<file path="src/rtl/tiny_cpu_core.sv">
// Multi-cycle 4-register CPU core with a valid/ready instruction stream.
// Define TINY_CPU_BRANCH_EN to enable JMP/JZ; otherwise they act as two-word NOPs.
module tiny_cpu_core #(
    parameter int DATA_W = 8,
    parameter int PC_W   = 8
) (
    input  logic              clk,
    input  logic              rst_n,
    input  logic [DATA_W-1:0] in_data,
    input  logic              in_valid,
    output logic              in_ready,
    output logic [PC_W-1:0]   pc,
    output logic [DATA_W-1:0] out_data,
    output logic              out_valid,
    output logic [1:0]        flags,
    output logic [1:0]        state,
    output logic              halted
);

    typedef enum logic [1:0] {
        ST_FETCH = 2'b00,
        ST_IMM   = 2'b01,
        ST_EXEC  = 2'b10,
        ST_HALT  = 2'b11
    } state_t;

    localparam logic [3:0] OP_LDI  = 4'h1;
    localparam logic [3:0] OP_MOV  = 4'h2;
    localparam logic [3:0] OP_ADD  = 4'h3;
    localparam logic [3:0] OP_SUB  = 4'h4;
    localparam logic [3:0] OP_AND  = 4'h5;
    localparam logic [3:0] OP_OR   = 4'h6;
    localparam logic [3:0] OP_XOR  = 4'h7;
    localparam logic [3:0] OP_SHL  = 4'h8;
    localparam logic [3:0] OP_SHR  = 4'h9;
    localparam logic [3:0] OP_ADDI = 4'hA;
    localparam logic [3:0] OP_JMP  = 4'hB;
    localparam logic [3:0] OP_JZ   = 4'hC;
    localparam logic [3:0] OP_OUT  = 4'hD;
    localparam logic [3:0] OP_CMP  = 4'hE;
    localparam logic [3:0] OP_HLT  = 4'hF;

    state_t              r_state;
    state_t              w_state_nxt;
    logic [PC_W-1:0]     r_pc;
    logic [7:0]          r_ir;
    logic [DATA_W-1:0]   r_imm;
    logic [DATA_W-1:0]   r_regs [4];
    logic                r_z;
    logic                r_c;
    logic [DATA_W-1:0]   r_out_data;
    logic                r_out_valid;

    logic [3:0]          w_op;
    logic [1:0]          w_rd;
    logic [1:0]          w_rs;
    logic [DATA_W-1:0]   w_a;
    logic [DATA_W-1:0]   w_b;
    logic [DATA_W:0]     w_sum;
    logic [DATA_W:0]     w_sumi;
    logic [DATA_W:0]     w_diff;
    logic [DATA_W-1:0]   w_res;
    logic                w_c;
    logic                w_z;
    logic                w_rd_we;
    logic                w_flag_we;
    logic                w_in_two;

    function automatic logic is_two(input logic [3:0] op);
        case (op)
            OP_LDI, OP_ADDI, OP_JMP, OP_JZ: is_two = 1'b1;
            default:                        is_two = 1'b0;
        endcase
    endfunction

    assign w_op     = r_ir[7:4];
    assign w_rd     = r_ir[3:2];
    assign w_rs     = r_ir[1:0];
    assign w_a      = r_regs[w_rd];
    assign w_b      = r_regs[w_rs];
    assign w_sum    = {1'b0, w_a} + {1'b0, w_b};
    assign w_sumi   = {1'b0, w_a} + {1'b0, r_imm};
    assign w_diff   = {1'b0, w_a} - {1'b0, w_b};
    assign w_z      = (w_res == '0);
    assign w_in_two = is_two(in_data[7:4]);

`ifdef TINY_CPU_BRANCH_EN
    logic            w_jump;
    logic [PC_W-1:0] w_target;

    assign w_target = PC_W'(r_imm);
    assign w_jump   = (w_op == OP_JMP) || ((w_op == OP_JZ) && r_z);
`endif

    always_comb begin
        w_res     = '0;
        w_c       = r_c;
        w_rd_we   = 1'b0;
        w_flag_we = 1'b0;
        case (w_op)
            OP_LDI: begin
                w_res   = r_imm;
                w_rd_we = 1'b1;
            end
            OP_MOV: begin
                w_res   = w_b;
                w_rd_we = 1'b1;
            end
            OP_ADD: begin
                w_res     = w_sum[DATA_W-1:0];
                w_c       = w_sum[DATA_W];
                w_rd_we   = 1'b1;
                w_flag_we = 1'b1;
            end
            OP_SUB: begin
                w_res     = w_diff[DATA_W-1:0];
                w_c       = w_diff[DATA_W];
                w_rd_we   = 1'b1;
                w_flag_we = 1'b1;
            end
            OP_AND: begin
                w_res     = w_a & w_b;
                w_c       = 1'b0;
                w_rd_we   = 1'b1;
                w_flag_we = 1'b1;
            end
            OP_OR: begin
                w_res     = w_a | w_b;
                w_c       = 1'b0;
                w_rd_we   = 1'b1;
                w_flag_we = 1'b1;
            end
            OP_XOR: begin
                w_res     = w_a ^ w_b;
                w_c       = 1'b0;
                w_rd_we   = 1'b1;
                w_flag_we = 1'b1;
            end
            OP_SHL: begin
                w_res     = {w_a[DATA_W-2:0], 1'b0};
                w_c       = w_a[DATA_W-1];
                w_rd_we   = 1'b1;
                w_flag_we = 1'b1;
            end
            OP_SHR: begin
                w_res     = {1'b0, w_a[DATA_W-1:1]};
                w_c       = w_a[0];
                w_rd_we   = 1'b1;
                w_flag_we = 1'b1;
            end
            OP_ADDI: begin
                w_res     = w_sumi[DATA_W-1:0];
                w_c       = w_sumi[DATA_W];
                w_rd_we   = 1'b1;
                w_flag_we = 1'b1;
            end
            OP_CMP: begin
                w_res     = w_diff[DATA_W-1:0];
                w_c       = w_diff[DATA_W];
                w_flag_we = 1'b1;
            end
            default: ;
        endcase
    end

    always_comb begin
        w_state_nxt = r_state;
        unique case (r_state)
            ST_FETCH: begin
                if (in_valid) w_state_nxt = w_in_two ? ST_IMM : ST_EXEC;
            end
            ST_IMM: begin
                if (in_valid) w_state_nxt = ST_EXEC;
            end
            ST_EXEC: begin
                w_state_nxt = (w_op == OP_HLT) ? ST_HALT : ST_FETCH;
            end
            ST_HALT: w_state_nxt = ST_HALT;
        endcase
    end

    always_ff @(posedge clk or negedge rst_n) begin
        if (!rst_n) r_state <= ST_FETCH;
        else        r_state <= w_state_nxt;
    end

    always_ff @(posedge clk or negedge rst_n) begin
        if (!rst_n) begin
            r_pc        <= '0;
            r_ir        <= '0;
            r_imm       <= '0;
            r_z         <= 1'b0;
            r_c         <= 1'b0;
            r_out_data  <= '0;
            r_out_valid <= 1'b0;
            for (int i = 0; i < 4; i++) r_regs[i] <= '0;
        end else begin
            r_out_valid <= 1'b0;
            case (r_state)
                ST_FETCH: begin
                    if (in_valid) begin
                        r_ir <= in_data[7:0];
                        r_pc <= r_pc + 1'b1;
                    end
                end
                ST_IMM: begin
                    if (in_valid) begin
                        r_imm <= in_data;
                        r_pc  <= r_pc + 1'b1;
                    end
                end
                ST_EXEC: begin
                    if (w_rd_we) r_regs[w_rd] <= w_res;
                    if (w_flag_we) begin
                        r_z <= w_z;
                        r_c <= w_c;
                    end
                    if (w_op == OP_OUT) begin
                        r_out_data  <= w_b;
                        r_out_valid <= 1'b1;
                    end
`ifdef TINY_CPU_BRANCH_EN
                    // No increment happens in EXEC, so the jump owns pc here.
                    if (w_jump) r_pc <= w_target;
`endif
                end
                default: ;
            endcase
        end
    end

    assign in_ready  = (r_state == ST_FETCH) || (r_state == ST_IMM);
    assign halted    = (r_state == ST_HALT);
    assign state     = r_state;
    assign pc        = r_pc;
    assign out_data  = r_out_data;
    assign out_valid = r_out_valid;
    assign flags     = {r_c, r_z};

endmodule

</file>
<file path="config.mk">
export PLATFORM = sky130hd
export DESIGN_NAME = tiny_cpu_core
export DESIGN_NICKNAME = d
export VERILOG_FILES = /design/src/rtl/tiny_cpu_core.sv
export SDC_FILE = /design/constraint.sdc
export NUM_CORES = 1
export LEC_CHECK = 0
export ABC_CLOCK_PERIOD_IN_PS = 6440
export CORE_ASPECT_RATIO = 0.5
export CORE_MARGIN = 1
export CORE_UTILIZATION = 65
export DETAILED_ROUTE_END_ITERATION = 8
export GPL_TIMING_DRIVEN = 0
export PLACE_DENSITY = 0.87
export SLEW_MARGIN = 30
export SYNTH_ARGS = -nofsm -noshare
export SYNTH_HDL_FRONTEND = slang
export SYNTH_SLANG_ARGS = --single-unit
</file>
<file path="constraint.sdc">
create_clock -name clk -period 6.44 [get_ports clk]
set_clock_uncertainty 0.2 [all_clocks]
set_input_delay 1.288 -clock clk [delete_from_list [all_inputs] [get_ports clk]]
set_output_delay 1.288 -clock clk [all_outputs]
set_load 0.02 [all_outputs]
</file>
# [After elaboration in Yosys (flattened, before gate mapping)]
# Cells that the tools add are included.
[totals] reg_bits=69 latch_bits=0 ram_bits=0 rom_bits=0 inputBits=11 out_inout_bits=23 word_cells=86 mem_count=0
[classes] add_sub_neg=4 multipliers=0 div_mod_pow=0 magnitude_cmp=3 n_eq_ne=22 shift=0 n_mux=21 bitwise=5 reduce_logical=19
[ops] operator="$pmux W8 S10" count=1
[ops] operator="$mux W8" count=5
[ops] operator="$eq A4 B4 Y1 const B" count=9
[ops] operator="$bmux W8 S2" count=2
[ops] operator="$bwmux W32" count=1
[ops] operator="$add A8 B8 Y9" count=2
[ops] operator="$demux W8 S2" count=1
[ops] operator="$eq A4 B3 Y1 const B" count=4
[ops] operator="$reduce_and A2 Y1" count=7
[ops] operator="$reduce_or A10 Y1" count=1
[ops] operator="$reduce_or A9 Y1" count=1
[ops] operator="$sub A8 B8 Y9" count=1
[ops] operator="$add A8 B1 Y8 const B" count=1
[ops] operator="$and A8 B8 Y8" count=1
[ops] operator="$eq A4 B1 Y1 const B" count=2
[ops] operator="$eq A4 B2 Y1 const B" count=2
[ops] operator="$logic_not A8 Y1" count=1
[ops] operator="$mux W2" count=4
[ops] operator="$or A8 B8 Y8" count=1
[ops] operator="$pmux W2 S4" count=1
[ops] operator="$xor A8 B8 Y8" count=1
[ops] operator="$ge A3 B3 Y1 const B" count=2
[ops] operator="$not A2 Y3" count=2
[ops] operator="$pmux W1 S6" count=1
[ops] operator="13 further kinds" count=20

# [Longest topological paths before layout]
# Gate-level depths: netlist of run 1.
[logic_depth] word_depth=7 ltp_mapped=12 mapped_depth_nobuf=11

# [Least setup slack after synthesis of run 1]
# Ideal clock, no wire load.
[synth_timing] kind="reg2reg" from="register r_ir[2]" to="register r_z" setup_ns=0.092 arrival_ns=3.316 required_ns=6.148 setup_slack_ns=2.832 path_stages_with_launch=12 path_buffers=1 synth_period_minus_slack_ns=3.608 cell_sequence="dfrtp_1 buf_6 mux4_2 inv_1 ha_1 o21ba_2 nor4_1 nor4b_1 or4b_1 a211o_1 or2_0 o31ai_2"
[synth_between] elab_chain_cells=7 word_cells_on_any_way=12 classes_between="add/sub: 3; mux: 4; bitwise: 4; reduce/logical: 1"
[synth_lines] element="start: declaration" line_no="46" source="logic [7:0] r_ir;"
[synth_lines] element="start signal: assignment" line_no="202" source="r_ir <= in_data[7:0];"
[synth_lines] element="$not A2 Y3 (not written as such) *" line_no="79" source="assign w_a = r_regs[w_rd];"
[synth_lines] element="$bmux W8 S2 *" line_no="79"
[synth_lines] element="$mux W8 (not written as such) * (2 in series)" line_no="79"
[synth_lines] element="$sub A8 B8 Y9, or another cell as far along" line_no="83" source="assign w_diff = {1'b0, w_a} - {1'b0, w_b};"
[synth_lines] element="$pmux W8 S10 *" line_no="100" source="case (w_op)"
[synth_lines] element="$logic_not A8 Y1 *" line_no="84" source="assign w_z = (w_res == '0);"
[synth_lines] element="end signal: assignment" line_no="215" source="r_z <= w_z;"
[synth_lines] element="end: declaration" line_no="49" source="logic r_z;"
# Every way passes the cells marked *; elsewhere a longest branch is shown, timed or not. The select of a mux whose other input is x is not followed.
# A chain may end at the register's enable or synchronous reset.

# [Worst setup path after layout of run 1]
[layout_timing] from="register r_ir[3]" to="register r_regs[31] (netlist name)"
[layout_between] elab_chain_cells=7 word_cells_on_any_way=17 classes_between="add/sub: 3; order compare: 2; mux: 7; bitwise: 4; reduce/logical: 1"
[layout_lines] element="$not A2 Y3 (not written as such) *" line_no="79, 213"
[layout_lines] element="$bmux W8 S2" line_no="79"
[layout_lines] element="$mux W8 (not written as such) (2 in series)" line_no="79"
[layout_lines] element="$sub A8 B8 Y9, or another cell as far along" line_no="83"
[layout_lines] element="$pmux W8 S10" line_no="100"
[layout_lines] element="$bwmux W32 *" line_no="213" source="if (w_rd_we) r_regs[w_rd] <= w_res;"
[layout_lines] element="end signal: indexed assignment" line_no="213"
[layout_lines] element="end: declaration" line_no="48" source="logic [DATA_W-1:0] r_regs [4];"
# Marked as above.

==> metrics.txt, run 1 <==
# TYPE chip_impl_metric gauge
chip_impl_info{name="status",value="completed"} 1
chip_impl_metric{name="grt_use_met2",unit="%"} 57.11
chip_impl_metric{name="antenna_violations_before_repair",unit=""} 0
chip_impl_metric{name="synth_edf_count",unit=""} 0
chip_impl_info{name="dominantRegCellSynth",value="sky130_fd_sc_hd__dfrtp_1"} 1
chip_impl_metric{name="postSynthNetCount",unit=""} 500
chip_impl_metric{name="synthDominantCellAreaShare",unit="%"} 35.33
chip_impl_metric{name="fmaxAchievable",unit="MHz"} 235.9
chip_impl_metric{name="timing.critical_path.buf_inv",unit=""} 2
chip_impl_metric{name="dr.first_iter.drc_count",unit=""} 620
chip_impl_metric{name="vias",unit=""} 4181
chip_impl_info{name="capture_point_of_the_worst_reg_to_reg_path",value="r_regs[31]"} 1
chip_impl_metric{name="drtPass1Iterations",unit=""} 6
chip_impl_metric{name="async_reset_ff_share",unit="%"} 100.0
chip_impl_metric{name="cells_after_synth",unit=""} 452
chip_impl_metric{name="final_nets",unit=""} 545
chip_impl_metric{name="setup_viol_count_final",unit=""} 0
chip_impl_info{name="criticalPathCategory",value="reg -> reg"} 1
chip_impl_metric{name="yosysWarnings",unit=""} 0
chip_impl_metric{name="synth_area",unit="µm²"} 4887
chip_impl_info{name="worst_setup_path_end_kind",value="register"} 1
chip_impl_metric{name="gpl.final_weighted_congestion",unit=""} 0.9946
chip_impl_metric{name="crit_path_max_fanout",unit=""} 10
chip_impl_info{name="synth.area.top_cells",value="sky130_fd_sc_hd__dfrtp_1 (35%), sky130_fd_sc_hd__mux2_2 (12%), sky130_fd_sc_hd__ha_1 (8.7%)"} 1
chip_impl_info{name="timing.hold.worst.class",value="reg -> reg"} 1
chip_impl_metric{name="drt-vias-per-instance",unit=""} 7.039
chip_impl_metric{name="io-pin-count",unit=""} 34
chip_impl_metric{name="insertion_delay",unit="ns"} 0.33
chip_impl_info{name="cp_cell_sequence",value="buf_1, mux4_2, inv_1, ha_1, o21ba_2, nor4_1, o31ai_1, a221o_1, a21oi_1, o21ai_0, mux2_2"} 1
chip_impl_metric{name="crit_required",unit="ns"} 6.46
chip_impl_metric{name="netlist-cell-type-count",unit=""} 72
chip_impl_metric{name="cts-hold-fix-buffers",unit=""} 0
chip_impl_metric{name="maximum_number_of_pins_on_one_net_before_global_route_repair",unit=""} 50
chip_impl_metric{name="core_area",unit="µm²"} 6963
chip_impl_metric{name="track_usage",unit="%"} 38.34
chip_impl_metric{name="antenna_cells_inserted",unit=""} 0
chip_impl_metric{name="setup.reg_to_reg.worst_slack",unit="ns"} 2.20
chip_impl_metric{name="slowest_delay",unit="ns"} 0.54
chip_impl_metric{name="ff2ff_path_depth",unit=""} 11
chip_impl_metric{name="fin_tns_setup",unit="ns"} 0
chip_impl_info{name="worstSetupStartpointType",value="register"} 1
chip_impl_metric{name="post_route_ant_nets",unit=""} 0
chip_impl_metric{name="area_growth",unit="%"} 16.03
chip_impl_info{name="yosysTopAreaCell",value="sky130_fd_sc_hd__dfrtp_1"} 1
chip_impl_metric{name="global_route.usage.met3",unit="%"} 12.40
chip_impl_info{name="holdCritStartpoint",value="r_z"} 1
chip_impl_metric{name="detail_route.wl_per_cell",unit="µm"} 23.79
chip_impl_metric{name="max_cap_violations",unit=""} 0
chip_impl_metric{name="ys_seq_area_share",unit="%"} 35.33
chip_impl_metric{name="layout-drive-gt1-share",unit="%"} 21.51
chip_impl_metric{name="totalWireLength",unit="µm"} 14130
chip_impl_metric{name="min_period",unit="ns"} 4.238
chip_impl_info{name="global_route.peak_usage_layer",value="met2"} 1
chip_impl_info{name="cts.root.buffer_cell",value="sky130_fd_sc_hd__clkbuf_16"} 1
chip_impl_metric{name="die_outline_width",unit="µm"} 124.6
chip_impl_metric{name="floorplan.die_area",unit="µm²"} 7891
chip_impl_metric{name="finalHoldViolCount",unit=""} 0
chip_impl_metric{name="fp-row-count",unit=""} 21
chip_impl_metric{name="global_route.usage.met1",unit="%"} 52.27
chip_impl_metric{name="min_delay_path_depth",unit=""} 2
chip_impl_metric{name="die_height",unit="µm"} 63.32
chip_impl_metric{name="crit_arrival",unit="ns"} 4.25
chip_impl_metric{name="final.period_utilization",unit="%"} 65.82
chip_impl_metric{name="clock_tree.buffer_depth",unit=""} 2
chip_impl_metric{name="starting_density_of_the_core",unit="%"} 70.19
chip_impl_metric{name="cts_repair_resize_count",unit=""} 0
chip_impl_metric{name="synth.avg_cell_area",unit="µm²"} 10.81
chip_impl_info{name="rsz0062_at_grt",value="false"} 1
chip_impl_metric{name="place.detailed.hpwl",unit="µm"} 9784
chip_impl_metric{name="post-cts-setup-buffers",unit=""} 0
chip_impl_metric{name="yosys_register_bits",unit=""} 69
chip_impl_metric{name="cts.reportedPaths.clkPinSlew",unit="ns"} 0.06
chip_impl_info{name="reg_to_reg_startpoint",value="r_ir[3]"} 1
chip_impl_metric{name="clock_sink_count",unit=""} 69
chip_impl_metric{name="place.port_buffers",unit=""} 33
chip_impl_info{name="path_delay_family",value="compound AO/OA/AOI/OAI gates"} 1
chip_impl_info{name="holdPathEnd",value="r_z"} 1
chip_impl_metric{name="global_route_wire_length_before_repair",unit="µm"} 22550
chip_impl_metric{name="filler_cells_inserted",unit=""} 383
chip_impl_metric{name="timing.final.max_slew_violations",unit=""} 0
chip_impl_info{name="cts_tree",value="built"} 1
chip_impl_metric{name="grt_pass1_vias",unit=""} 4093
chip_impl_metric{name="grt-ovfl-total",unit=""} 0
chip_impl_metric{name="max-slew-margin-rel",unit="%"} 40.01
chip_impl_metric{name="numCtsBuffers",unit=""} 9
chip_impl_metric{name="worst_slew_pin_slew",unit="ns"} 0.8998
chip_impl_metric{name="remaining_drc_errors",unit=""} 0
chip_impl_metric{name="cts.htree.levels",unit=""} 3
chip_impl_info{name="crit_path_top_delay_cell",value="sky130_fd_sc_hd__mux4_2"} 1
==> placed cells by master, fill, tap and decap left out, types with 8 or more instances in the layout <==
master	n
sky130_fd_sc_hd__a221oi_1	8
sky130_fd_sc_hd__clkbuf_1	10
sky130_fd_sc_hd__nor2_1	21
sky130_fd_sc_hd__nor3_1	9
sky130_fd_sc_hd__nand2_1	25
sky130_fd_sc_hd__inv_1	23
sky130_fd_sc_hd__clkbuf_16	9
sky130_fd_sc_hd__mux4_2	14
sky130_fd_sc_hd__mux2_2	51
sky130_fd_sc_hd__clkdlybuf4s50_1	32
sky130_fd_sc_hd__nor2b_1	8
sky130_fd_sc_hd__nand3_1	9
sky130_fd_sc_hd__a21oi_1	21
sky130_fd_sc_hd__ha_1	34
sky130_fd_sc_hd__dfrtp_1	69
sky130_fd_sc_hd__o21ai_0	15
==> metrics by stage <==
stage / utilization (%) / instance area, µm² / cells / hold WS (ns) / worst slack (ns)
6_report: 81.44 / 5670 / 594 / 0.2886 / 2.202
5_1_grt: 81.44 / 5670 / 594 / 0.3220 / 1.985
4_1_cts: 81.37 / 5665 / 594 / 0.2941 / 2.241
3_5_place_dp: 77.16 / 5373 / 578 / 0.2817 / 2.297
3_3_place_gp: 76.59 / 5333 / 577 / 0.2616 / 1.680
2_1_floorplan: - / 4887 / 452 / 0.2498 / 2.832
==> cell type report <==
type	count	area, µm²	area share (%)
Inverter	23	86.33	1.523
Timing Repair Buffer	34	355.3	6.267
Clock buffer	11	232.7	4.104
Clock inverter	5	60.06	1.059
Tap cell	92	115.1	2.030
Buffer	24	128.9	2.273
Multi-Input combinational cell	336	2965	52.29
Sequential cell	69	1727	30.45
==> kinds of logic after synthesis <==
group	after synthesis	synth area share (%)
simple gates	111	12.39
compound gates	105	15.57
mux	70	19.89
flops	69	35.33
buf+inv	47	4.403
fa+ha+maj	37	9.934
xor+xnor	13	2.483
==> worst min-delay path, delay by kind of cell (launching register included) <==
family,cells,cell delay (ns)
flip-flops,1,0.34
AO/OA/AOI/OAI,1,0.05
AND/OR/NAND/NOR,1,0.06
==> metal layers <==
| layer | up-vias | part of all wire (%) | routed length, µm |
|---|---|---|---|
| met3 | 51 | 11 | 1602 |
| met1 | 2079 | 42 | 5919 |
| met2 | 258 | 44 | 6200 |
| met4 | 0 | 2.9 | 409 |
| met5 | - | 0 | 0 |
| li1 | 1793 | - | - |
==> worst max path at each step <==
stage / from / slack [ns] / to / depth (start not counted)
finish: r_ir[3] / 2.20 / r_regs[31] / 11
CTS: r_ir[3] / 2.24 / r_z / 11
floorplan: r_ir[2] / 2.83 / r_z / 11
detailed placement: r_ir[3] / 2.30 / r_z / 11
global route: r_ir[3] / 1.99 / r_z / 11
global placement: rst_n / 1.68 / r_ir[6] / 1
==> cell usage after synthesis (4+ instances only) <==
cell                        number
sky130_fd_sc_hd__a211o_1         4
sky130_fd_sc_hd__a21o_1          6
sky130_fd_sc_hd__a21oi_1        21
sky130_fd_sc_hd__a221oi_1        8
sky130_fd_sc_hd__a22oi_1         7
sky130_fd_sc_hd__a2bb2oi_1       4
sky130_fd_sc_hd__buf_2           7
sky130_fd_sc_hd__buf_4           4
sky130_fd_sc_hd__clkbuf_1        8
sky130_fd_sc_hd__dfrtp_1        69
sky130_fd_sc_hd__ha_1           34
sky130_fd_sc_hd__inv_1          23
sky130_fd_sc_hd__mux2_2         51
sky130_fd_sc_hd__mux4_2         14
sky130_fd_sc_hd__nand2_1        25
sky130_fd_sc_hd__nand2b_1        6
sky130_fd_sc_hd__nand3_1         9
sky130_fd_sc_hd__nand3b_1        4
sky130_fd_sc_hd__nor2_1         21
sky130_fd_sc_hd__nor2b_1         8
sky130_fd_sc_hd__nor3_1         10
sky130_fd_sc_hd__o21ai_0        15
sky130_fd_sc_hd__o21bai_1        4
sky130_fd_sc_hd__xnor2_1         5
sky130_fd_sc_hd__xor2_1          7
==> state kept, by name (all words and copies together), names as in the netlist <==
| signal | count |
|---|---|
| r_z | 1 |
| state | 2 |
| r_regs | 32 |
| out_data | 8 |
| out_valid | 1 |
| r_imm | 8 |
| r_c | 1 |
| pc | 8 |
| r_ir | 8 |
Power of run 1 is left out: the tool's default activity adds up to more than one toggle a clock period on the data nets, which glitch-free logic cannot reach.
==> run 2, diff against run 1 <==
ABC_CLOCK_PERIOD_IN_PS = 3570   (was 6440)
CORE_UTILIZATION = 54   (was 65)
PLACE_DENSITY = 0.77   (was 0.87)
clock period = 3.57 ns   (was 6.44 ns; I/O delays follow)
==> run 2 against run 1 <==
The run now ends with negative setup slack left; register-to-register slack got worse by 2.3 ns; fmax grew 16%; critical path depth is 1 higher; critical endpoint is now r_z.
==> metrics.txt, run 2 (same netlist as run 1, synthesis figures left out) <==
# TYPE chip_impl_metric gauge
chip_impl_info{name="status",value="finished with violations"} 1
chip_impl_info{name="violations",value="negative setup slack"} 1
chip_impl_metric{name="antenna_cells_inserted",unit=""} 0
chip_impl_metric{name="dr.first_iter.drc_count",unit=""} 402
chip_impl_metric{name="core_area",unit="µm²"} 8738
chip_impl_info{name="reg_to_reg_startpoint",value="r_ir[2]"} 1
chip_impl_metric{name="fin_tns_setup",unit="ns"} -0.4272
chip_impl_info{name="rsz0062_at_grt",value="true"} 1
chip_impl_metric{name="sequential_cell_area",unit="µm²"} 1728
chip_impl_info{name="most-common-layout-cells",value="sky130_fd_sc_hd__dfrtp_1 (68), sky130_fd_sc_hd__mux2_2 (48), sky130_fd_sc_hd__clkdlybuf4s50_1 (32)"} 1
chip_impl_metric{name="finalHoldViolCount",unit=""} 0
chip_impl_metric{name="layout-drive-gt1-share",unit="%"} 31.88
chip_impl_metric{name="cts.reportedPaths.clkPinSlew",unit="ns"} 0.07
chip_impl_info{name="worstSetupStartpointType",value="register"} 1
chip_impl_metric{name="grt-ovfl-total",unit=""} 0
chip_impl_metric{name="remaining_drc_errors",unit=""} 0
chip_impl_metric{name="floorplan.die_area",unit="µm²"} 9458
chip_impl_info{name="cp_cell_sequence",value="buf_8, mux4_2, inv_1, ha_1, buf_6, and3_1, a22oi_2, a211oi_2, or4b_4, a211o_4, or2_0, o31ai_2"} 1
chip_impl_metric{name="max_cap_violations",unit=""} 0
chip_impl_info{name="criticalPathCategory",value="reg -> reg"} 1
chip_impl_metric{name="numCtsBuffers",unit=""} 9
chip_impl_metric{name="place.detailed.hpwl",unit="µm"} 9455
chip_impl_metric{name="crit_arrival",unit="ns"} 3.71
chip_impl_metric{name="place_area",unit="µm²"} 5399
chip_impl_info{name="path_delay_family",value="simple AND/OR/NAND/NOR gates"} 1
chip_impl_metric{name="min_period",unit="ns"} 3.658
chip_impl_metric{name="io-pin-count",unit=""} 34
chip_impl_metric{name="filler_cells_inserted",unit=""} 615
chip_impl_metric{name="post_route_ant_nets",unit=""} 0
chip_impl_metric{name="clock_tree.buffer_depth",unit=""} 2
chip_impl_metric{name="slowest_delay",unit="ns"} 0.61
chip_impl_metric{name="maximum_number_of_pins_on_one_net_before_global_route_repair",unit=""} 41
chip_impl_info{name="timing.hold.worst.class",value="in -> async"} 1
chip_impl_metric{name="detail_route.wl_per_cell",unit="µm"} 22.33
chip_impl_metric{name="final_nets",unit=""} 570
chip_impl_metric{name="gpl.final_weighted_congestion",unit=""} 0.9740
chip_impl_info{name="mostFrequentLayoutCell",value="sky130_fd_sc_hd__dfrtp_1"} 1
chip_impl_metric{name="vias",unit=""} 4165
chip_impl_metric{name="cts.htree.levels",unit=""} 3
chip_impl_metric{name="setup.reg_to_reg.worst_slack",unit="ns"} -0.09
chip_impl_metric{name="totalWireLength",unit="µm"} 14380
chip_impl_metric{name="final_area",unit="µm²"} 6126
chip_impl_metric{name="drt-vias-per-instance",unit=""} 6.467
chip_impl_metric{name="insertion_delay",unit="ns"} 0.34
chip_impl_metric{name="grt_pass1_vias",unit=""} 3905
chip_impl_metric{name="ff2ff_path_depth",unit=""} 12
chip_impl_info{name="regMostFlops",value="r_regs"} 1
chip_impl_metric{name="setup_viol_count_final",unit=""} 9
chip_impl_info{name="capture_point_of_the_worst_reg_to_reg_path",value="r_z"} 1
chip_impl_metric{name="place.port_buffers",unit=""} 33
chip_impl_metric{name="die_outline_width",unit="µm"} 136.5
chip_impl_metric{name="fmaxAchievable",unit="MHz"} 273.4
chip_impl_info{name="crit_path_top_delay_cell",value="sky130_fd_sc_hd__mux4_2"} 1
chip_impl_metric{name="worst_slew_pin_slew",unit="ns"} 0.9809
chip_impl_metric{name="final_core_utilization",unit="%"} 70.10
chip_impl_metric{name="final.period_utilization",unit="%"} 102.5
chip_impl_metric{name="area_occupied_by_multi_input_gates",unit="µm²"} 3159
chip_impl_metric{name="crit_path_max_fanout",unit=""} 9
chip_impl_info{name="cts_tree",value="built"} 1
chip_impl_metric{name="timing.final.max_slew_violations",unit=""} 0
chip_impl_metric{name="clock_sink_count",unit=""} 69
chip_impl_metric{name="final_critical_path_setup_slack",unit="ns"} -0.08796
chip_impl_metric{name="number_of_flip_flops_under_the_largest_register_name",unit=""} 32
chip_impl_metric{name="max-slew-margin-rel",unit="%"} 34.10
chip_impl_metric{name="global_route_wire_length_before_repair",unit="µm"} 21710
chip_impl_metric{name="timing.critical_path.buf_inv",unit=""} 3
chip_impl_metric{name="antenna_violations_before_repair",unit=""} 0
chip_impl_metric{name="fp-row-count",unit=""} 24
chip_impl_metric{name="critical_path_depth",unit=""} 12
chip_impl_metric{name="die_height",unit="µm"} 69.27
chip_impl_metric{name="area_growth",unit="%"} 25.35
chip_impl_metric{name="crit_required",unit="ns"} 3.63
chip_impl_info{name="cts.root.buffer_cell",value="sky130_fd_sc_hd__clkbuf_16"} 1
chip_impl_metric{name="drtPass1Iterations",unit=""} 7
chip_impl_metric{name="track_usage",unit="%"} 31.20
chip_impl_info{name="worst_setup_path_end_kind",value="register"} 1
chip_impl_metric{name="starting_density_of_the_core",unit="%"} 55.93
run 2: cell type report:
| class | instances | share of cell area [%] |
|---|---|---|
| tap | 117 | 2.390 |
| clock buffer | 10 | 3.738 |
| inverter | 23 | 1.450 |
| buffer | 22 | 2.410 |
| multi-input combinational | 336 | 51.57 |
| sequential | 69 | 28.21 |
| clock inverter | 6 | 1.164 |
| timing repair buffer | 61 | 9.069 |
run 2: through the flow:
step	hold slack [ns]	setup slack, ns	instances
2_1_floorplan	0.2184	0.03163	452
3_3_place_gp	0.2636	-0.7498	602
3_5_place_dp	0.2665	-0.4699	603
4_1_cts	0.1763	-0.08758	633
5_1_grt	0.1919	-0.1794	644
6_report	0.1495	-0.08796	644
run 2: timing repair:
| action | CTS | global route |
|---|---|---|
| cloned | 0 | 1 |
| pin swaps | 5 | 3 |
| hold buffers | 0 | 0 |
| buffers inserted | 15 | 11 |
| endpoints found under the setup margin | 18 | 15 |
| resized for setup | 21 | 36 |
run 2: worst max path at each step:
stage / to / startpoint
after floorplan: r_z / r_ir[2]
after global placement: r_regs[15] / rst_n
after detailed placement: r_z / r_ir[3]
after CTS: r_regs[14] / r_ir[0]
after global routing: r_regs[30] / r_ir[2]
final: r_z / r_ir[2]
run 2: worst reg2reg max path: cells and delay by family, from the launching register on:
kind	cells	cell delay [ns]
DFF	1	0.43
buffers and inverters	3	0.41
and+or+nand+nor	3	0.91
muxes	1	0.61
adders and majority gates	1	0.24
AOI/OAI and AO/OA	4	0.78
run 2: per-layer routing:
| metal | GRT usage (%) | up-vias | part of all wire [%] |
|---|---|---|---|
| met2 | 45.06 | 252 | 44 |
| met1 | 44.44 | 2045 | 42 |
| li1 | - | 1837 | - |
| met4 | 9.383 | 0 | 2.8 |
| met5 | 0 | - | 0 |
| met3 | 10.23 | 31 | 11 |
Power of run 2 is left out for the same reason.
==> run 3, diff against run 2 <==
REMOVE_ABC_BUFFERS = 1   (was unset)
==> run 3 against run 2 <==
The flow still finishes with violations (negative setup slack); first-iteration DRC count up 38%; critical path depth down 1; non-clock buffer count down 14; sequential share of layout area about the same; hold slack worse by 0.024 ns; cell area up 0.16%; count of clock-buffer cells in the layout unchanged; cell count down 2.2%; global-route usage down 0.52 points; register-to-register slack worse by 0.02 ns; critical endpoint unchanged; worst setup slack worse by 0.021 ns; critical path type unchanged.
==> metrics.txt, run 3 (same netlist as run 1, synthesis figures left out) <==
# TYPE chip_impl_metric gauge
chip_impl_info{name="status",value="finished with violations"} 1
chip_impl_info{name="violations",value="negative setup slack"} 1
chip_impl_metric{name="final_critical_path_setup_slack",unit="ns"} -0.1090
chip_impl_metric{name="slowest_delay",unit="ns"} 0.63
chip_impl_metric{name="cts-hold-fix-buffers",unit=""} 0
chip_impl_metric{name="place.detailed.hpwl",unit="µm"} 8824
chip_impl_metric{name="drtPass1Iterations",unit=""} 6
chip_impl_metric{name="finalHoldViolCount",unit=""} 0
chip_impl_info{name="most-common-layout-cells",value="sky130_fd_sc_hd__dfrtp_1 (66), sky130_fd_sc_hd__mux2_2 (47), sky130_fd_sc_hd__clkdlybuf4s50_1 (32)"} 1
chip_impl_metric{name="starting_density_of_the_core",unit="%"} 55.93
chip_impl_info{name="cp_cell_sequence",value="buf_12, mux4_2, ha_4, fa_2, nor3_2, nor3_2, o31a_1, a221o_1, a221o_1, or2_1, o31ai_2"} 1
chip_impl_metric{name="grt-ovfl-total",unit=""} 0
chip_impl_metric{name="gpl.final_weighted_congestion",unit=""} 0.9625
chip_impl_metric{name="detail_route.wl_per_cell",unit="µm"} 22.23
chip_impl_metric{name="dr.first_iter.drc_count",unit=""} 554
chip_impl_metric{name="io-pin-count",unit=""} 34
chip_impl_metric{name="min_period",unit="ns"} 3.679
chip_impl_metric{name="final.period_utilization",unit="%"} 103.1
chip_impl_metric{name="clock_tree.buffer_depth",unit=""} 2
chip_impl_metric{name="totalWireLength",unit="µm"} 14010
chip_impl_metric{name="numCtsBuffers",unit=""} 9
chip_impl_metric{name="insertion_delay",unit="ns"} 0.33
chip_impl_info{name="crit_path_top_delay_cell",value="sky130_fd_sc_hd__mux4_2"} 1
chip_impl_info{name="worstSetupStartpointType",value="register"} 1
chip_impl_info{name="regMostFlops",value="r_regs"} 1
chip_impl_metric{name="fmaxAchievable",unit="MHz"} 271.8
chip_impl_info{name="timing.hold.worst.class",value="in -> async"} 1
chip_impl_metric{name="cts.reportedPaths.clkPinSlew",unit="ns"} 0.06
chip_impl_metric{name="number_of_flip_flops_under_the_largest_register_name",unit=""} 32
chip_impl_metric{name="detailedPlace.worstSlack",unit="ns"} -0.8091
chip_impl_metric{name="die_outline_width",unit="µm"} 136.5
chip_impl_metric{name="track_usage",unit="%"} 30.68
chip_impl_metric{name="antenna_violations_before_repair",unit=""} 0
chip_impl_metric{name="grt_pass1_vias",unit=""} 3944
chip_impl_info{name="criticalPathCategory",value="reg -> reg"} 1
chip_impl_info{name="worst_setup_path_end_kind",value="register"} 1
chip_impl_metric{name="worst_hold_slack",unit="ns"} 0.1254
chip_impl_metric{name="remaining_drc_errors",unit=""} 0
chip_impl_metric{name="crit_arrival",unit="ns"} 3.72
chip_impl_metric{name="max_cap_violations",unit=""} 0
chip_impl_metric{name="max-slew-margin-rel",unit="%"} 32.66
chip_impl_metric{name="vias",unit=""} 4084
chip_impl_metric{name="crit_required",unit="ns"} 3.61
chip_impl_metric{name="drt-vias-per-instance",unit=""} 6.483
chip_impl_metric{name="fp-row-count",unit=""} 24
chip_impl_metric{name="clock_sink_count",unit=""} 69
chip_impl_metric{name="layout-drive-gt1-share",unit="%"} 33.72
chip_impl_metric{name="floorplan.die_area",unit="µm²"} 9458
chip_impl_metric{name="area_growth",unit="%"} 25.55
chip_impl_metric{name="core_area",unit="µm²"} 8738
chip_impl_metric{name="timing.final.max_slew_violations",unit=""} 0
chip_impl_metric{name="post_route_ant_nets",unit=""} 0
chip_impl_metric{name="worst_slew_pin_slew",unit="ns"} 1.002
chip_impl_info{name="cts.root.buffer_cell",value="sky130_fd_sc_hd__clkbuf_16"} 1
chip_impl_info{name="mostFrequentLayoutCell",value="sky130_fd_sc_hd__dfrtp_1"} 1
chip_impl_info{name="rsz0062_at_grt",value="true"} 1
chip_impl_metric{name="crit_path_max_fanout",unit=""} 5
chip_impl_metric{name="setup_viol_count_final",unit=""} 9
chip_impl_metric{name="final_nets",unit=""} 556
chip_impl_metric{name="maximum_number_of_pins_on_one_net_before_global_route_repair",unit=""} 38
chip_impl_metric{name="place.port_buffers",unit=""} 33
chip_impl_metric{name="antenna_cells_inserted",unit=""} 0
chip_impl_metric{name="global_route_wire_length_before_repair",unit="µm"} 21670
chip_impl_metric{name="cts.htree.levels",unit=""} 3
chip_impl_info{name="cts_tree",value="built"} 1
chip_impl_metric{name="die_height",unit="µm"} 69.27
run 3: changes by cell type in the layout (fill, tap and decap cells not counted), moves of 3 or more:
cell and change:
sky130_fd_sc_hd__clkbuf_1 -7, sky130_fd_sc_hd__buf_4 -3, sky130_fd_sc_hd__ha_1 -4, sky130_fd_sc_hd__buf_6 +3, sky130_fd_sc_hd__buf_2 -5
run 3: area by class of cell:
cell class / instances / area (µm²)
sequential: 69 / 1733
clock buffer: 10 / 239.0
fill: 564 / 2603
clock inverter: 6 / 45.04
inverter: 23 / 86.33
timing repair buffer: 69 / 659.4
tap: 117 / 146.4
multi-input combinational: 336 / 3227
run 3: critical path, delay by kind of cell (launching register included):
kind / cells / cell delay [ns]
flops: 1 / 0.39
simple gates: 3 / 0.49
mux: 1 / 0.63
compound gates: 4 / 1.15
buf+inv: 1 / 0.13
fa+ha+maj: 2 / 0.59
run 3: through the flow:
step / setup TNS [ns] / instances / utilization (%) / area [µm²]
6_report: -0.6033 / 630 / 70.22 / 6136
4_1_cts: -0.1423 / 619 / 67.81 / 5926
5_1_grt: -1.360 / 630 / 70.22 / 6136
2_1_floorplan: -0.4574 / 428 / - / 4758
3_5_place_dp: -10.68 / 579 / 60.28 / 5268
3_3_place_gp: -57.98 / 578 / 59.91 / 5235
run 3: repair_timing:
item / in CTS / in global routing
buffers inserted: 24 / 11
endpoints found under the setup margin: 30 / 14
pin swaps: 10 / 5
resized for setup: 45 / 29
run 3: worst paths after layout:
kind	cells after the start	to	slack [ns]	from
setup / recovery	11	r_z	-0.11	r_ir[0]
hold / removal	1	r_c	0.13	rst_n
setup reg to reg	11	r_z	-0.11	r_ir[0]
hold reg to reg	1	pc[7]	0.28	pc[7]
max in group asynchronous	2	r_ir[2]	2.47	rst_n
min in group clk	1	pc[7]	0.28	pc[7]
run 3: per-layer routing:
metal / wire length, µm / track usage, % / share of wire (%)
met1: 6018 / 44.75 / 43
met3: 1567 / 9.649 / 11
met5: 0 / 0 / 0
met4: 204 / 8.148 / 1.5
met2: 6219 / 43.94 / 44
Power of run 3 is left out for the same reason.
==> edit 1 (flow settings as in run 3) <==
The option `TINY_CPU_BRANCH_EN` is turned on by a define.
--- a/src/rtl/tiny_cpu_core.sv
+++ b/src/rtl/tiny_cpu_core.sv
@@ -1,4 +1,6 @@
 // Multi-cycle 4-register CPU core with a valid/ready instruction stream.
 // Define TINY_CPU_BRANCH_EN to enable JMP/JZ; otherwise they act as two-word NOPs.
+`define TINY_CPU_BRANCH_EN
+
 module tiny_cpu_core #(
     parameter int DATA_W = 8,
Formal check against the unedited RTL: not equivalent (a bounded check fails within 4 cycles, from zero or initial values and one cycle with rst_n low).
==> edit 1 against run 3 <==
The run ends with design-rule violations, negative setup slack left. Setup slack got worse by 100 ps. Sequential cell count unchanged. Synthesized area increased by 3.9%. Cell count increased by 6.2%. Via count increased by 8.4%. Critical path depth decreased by 1. Non-clock buffer count decreased by 8. First-iteration DRC count decreased by 11%. Routed wire length increased by 3.1%. Cell area increased by 0.43%. Maximum frequency decreased by 2.7%. Largest cell class unchanged.
Power is left out: the tool's default activity adds up to more than one toggle a clock period on the data nets, which glitch-free logic cannot reach.
==> edit 1: results (changes against run 3) <==
muxShareOfSynthArea_pct: 18.30  # was 19.89%
dpl_cell_area_mm2: 0.005438  # was 0.005268 mm2
placed_cells: 626  # was 579
yosys-top-cells-count: "dfrtp_1, mux2_2, nor2_1, ha_1, nand2_1"  # was dfrtp_1, mux2_2, ha_1, nand2_1, inv_1
synth_compound_area_share_pct: 17.61  # was 15.57%
drc: 4  # was 0
gp_congestion: 0.9630  # was 0.9625
drive_gt1_share_pct: 28.44  # was 33.72%
grt_pass1_wl_um: 22630  # was 21670 um
setup-violations-final: 5  # was 9
synthXorXnorAreaFrac_pct: 1.552  # was 2.483%
num-nets-final: 594  # was 556
rr_worst_depth: 10  # was 11
first_pass_iters: 8  # was 6
grtUsageTotal_pct: 30.31  # was 30.68%
synthAdderAreaFrac_pct: 9.310  # was 9.933%
grt_antenna_before_repair: 0  # unchanged
core-area_mm2: 0.008919  # was 0.008738 mm2
clk_latency_ps: 340
clkTransAtPathRegs_ps: 60  # about the same
synth.avg_cell_area_um2: 10.02  # was 10.81 um2
vias_per_cell: 6.619  # was 6.483
routed_wl_um: 14440  # was 14010 um
via_count: 4428  # was 4084
critPathArrivalTime_ps: 3830  # was 3720 ps
violations: "design-rule violations, negative setup slack"  # was negative setup slack
r2r-end: "r_z"  # unchanged
hold_path_class: "in -> async"  # unchanged
drt_iter0_drc: 492  # was 554
async_flop_share_pct: 100.0  # unchanged
crit_fanout: 7  # was 5
cts_root_buf: "clkbuf_16"  # unchanged
status: "finished with violations"  # unchanged
grt_max_degree: 36  # was 38
first_global_vias: 4207  # was 3944
synth.distinct_cells: 62  # was 72
yosys-top-cells-area: "dfrtp_1, mux2_2, ha_1, mux4_2, a21oi_1"  # unchanged
rr_startpoint: "r_ir[0]"  # unchanged
hpwlAfterDp_um: 9547  # was 8824 um
tightest_slew_ps: 926.9  # was 1002 ps
hold_slack_ps: 122.1  # was 125.4 ps
fin_ws_ps: -211.8  # was -109.0 ps
synth_seq_area_share_pct: 33.99  # was 35.33%
port_buffers: 33  # unchanged
edit 1: cell types whose count changed after synthesis, sizes merged, moves of 6 or more:
| cell | before | now |
|---|---|---|
| nor2 | 21 | 36 |
| a21oi | 21 | 30 |
| nand2 | 25 | 31 |
| clkbuf | 8 | 21 |
| o21ai | 15 | 28 |
| inv | 23 | 30 |
edit 1: kinds of logic after synthesis:
logic type	Yosys count
and+or+nand+nor	134
AOI/OAI and AO/OA	130
DFF	69
muxes	67
buffers and inverters	62
adders and majority gates	36
xor gates and xnor gates	9
edit 1: worst max-delay path by stage:
| stage | cells after the start | from | endpoint |
|---|---|---|---|
| after floorplan | 10 | r_ir[2] | r_z |
| after global placement | 10 | r_ir[2] | r_z |
| after detailed placement | 10 | r_ir[2] | r_z |
| after CTS | 10 | r_ir[0] | r_z |
| after global routing | 10 | r_ir[0] | r_z |
| final | 10 | r_ir[0] | r_z |
edit 1: critical path, stage by stage, from the launching register on:
cell and delay, ps:
dfrtp_4 520, mux4_2 580, inv_2 120, ha_4 210, o21ba_4 200, or4_4 480
and4_4 160, or4_4 420, a2111oi_4 310, nand4_2 190, o32ai_2 290
edit 1: metal layers:
metal,global-route usage (%),up-vias,routed length (um)
li1,-,1952,-
met4,9.753,0,325
met2,47.19,239,6465
met3,7.448,44,1371
met1,42.16,2193,6279
met5,0,-,0
edit 1: cell type report:
cell class	count	area, um2
fillers	639	2756
inverters	30	116.4
repair buffers	61	554.3
multi-input cells	376	3276
clock buffers	10	239.0
well taps	117	146.4
clock inverters	6	93.84
flip-flops and latches	69	1737
edit 1: per-stage QoR:
| stage | utilization (%) | worst slack (ps) | TNS (ps) |
|---|---|---|---|
| after floorplan | - | -474.2 | -1719 |
| after global placement | 60.51 | -1027 | -63090 |
| after detailed placement | 60.97 | -1125 | -12530 |
| after CTS | 67.82 | -144.5 | -144.5 |
| after global routing | 69.09 | -266.7 | -781.2 |
| final | 69.09 | -211.8 | -493.0 |
edit 1: what timing repair did:
| action | 4_1_cts | 5_1_grt |
|---|---|---|
| setup buffers | 23 | 4 |
| setup endpoints to repair | 26 | 16 |
| hold buffers | 0 | 0 |
| cloned | 0 | 0 |
| gates resized for setup | 28 | 19 |
| endpoints found under the hold margin | 0 | 0 |
| pin swaps | 11 | 4 |
==> edit 2 (flow settings as in run 3) <==
Without the edit above. Put a register stage on the output `flags`, cleared by the reset. The value now appears one clock later. The other outputs are not delayed to match.
--- a/src/rtl/tiny_cpu_core.sv
+++ b/src/rtl/tiny_cpu_core.sv
@@ -236,5 +236,11 @@
     assign out_data  = r_out_data;
     assign out_valid = r_out_valid;
-    assign flags     = {r_c, r_z};
+    always_ff @(posedge clk or negedge rst_n) begin
+        if (!rst_n) begin
+            flags <= '0;
+        end else begin
+            flags <= {r_c, r_z};
+        end
+    end
 
 endmodule
Formal check against the unedited RTL: not equivalent (Yosys sat finds a counterexample within 4 cycles, from zero or initial values and one cycle with rst_n low).
==> edit 2 against run 3 <==
The flow still finishes with violations (negative setup slack). Non-clock buffer count shrank 10. Via count shrank 1.0%. Synthesized area grew 3.0%. Cell count grew 0.32%. Sequential cell count grew 2. Critical endpoint unchanged. Global-route usage shrank 1.6 points. Setup slack lost 190 ps. Routed wire length shrank 3.1%. Largest cell class unchanged. Hold slack lost 41 ps. Cell area shrank 0.63%.
Power is not shown: default switching activity piles up to over one toggle a cycle in this logic, so the estimate is an artifact.
==> edit 2: results (changes against run 3) <==
crit_start: "r_ir[2]"  # was r_ir[0]
grt_max_degree: 48  # was 38
path_delay_family: "simple AND/OR/NAND/NOR gates"  # was compound AO/OA/AOI/OAI gates
rr_worst_depth: 10  # was 11
multiInputGateArea_mm2: 0.003159  # was 0.003227 mm2
synth_seq_area_share_pct: 35.31  # was 35.33%
via_count: 4043  # was 4084
nFillCells: 641  # was 564
synth_compound_area_share_pct: 14.05  # was 15.57%
design.seq.count: 71  # was 69
drt-wirelength-per-cell_um: 21.49  # was 22.23 um
synthXorXnorAreaFrac_pct: 3.133  # was 2.483%
status: "finished with violations"  # unchanged
num-nets-final: 558  # was 556
drt_iter0_drc: 455  # was 554
first_global_vias: 3870  # was 3944
buf_share_pct: 8.968  # was 10.75%
post_cts_resized: 19  # was 45
critPathArrivalTime_ps: 3910  # was 3720 ps
violations: "negative setup slack"  # unchanged
fin_ws_ps: -301.0  # was -109.0 ps
final_cells: 632  # was 630
yosys-top-cells-count: "dfrtp_1, mux2_2, ha_1, inv_1"  # was dfrtp_1, mux2_2, ha_1, nand2_1, inv_1
dpl_cell_area_mm2: 0.005431  # was 0.005268 mm2
synth_area_mm2: 0.005032  # was 0.004887 mm2
seq_share_pct: 29.28  # was 28.24%
setup-violations-final: 1  # was 9
placed_cells: 591  # was 579
comb.multi_input.count: 343  # was 336
pre_cts_ws_ps: -885.2  # was -809.1 ps
drive_gt1_share_pct: 28.74  # was 33.72%
grtUsageTotal_pct: 29.07  # was 30.68%
-- edit 2: layer usage --
metal	part of all wire [%]	wire length [um]	vias to the layer above	global-route usage [%]
met5	0	0	-	0
met4	1.7	226	0	9.738
met3	6.9	943	21	5.144
met2	45	6147	165	44.95
met1	46	6263	2039	41.57
li1	-	-	1818	-
-- edit 2: through the flow --
stage               util [%]  setup TNS [ps]  hold WS (ps)
detailed placement     61.31           -6933         167.6
floorplan                  -          -297.4         153.5
CTS                    67.32          -223.9         86.35
finish                 68.83          -301.0         84.55
global route           68.83          -585.3         102.5
global placement       60.88          -59380         164.3
-- edit 2: worst register-to-register path: cells and delay by family, from the launching register on --
family | cells | cell delay [ps]
flip-flops | 1 | 470
AND/OR/NAND/NOR | 3 | 1120
adder cells (fa/ha/maj) | 2 | 650
AO/OA/AOI/OAI | 4 | 720
multiplexers | 1 | 620
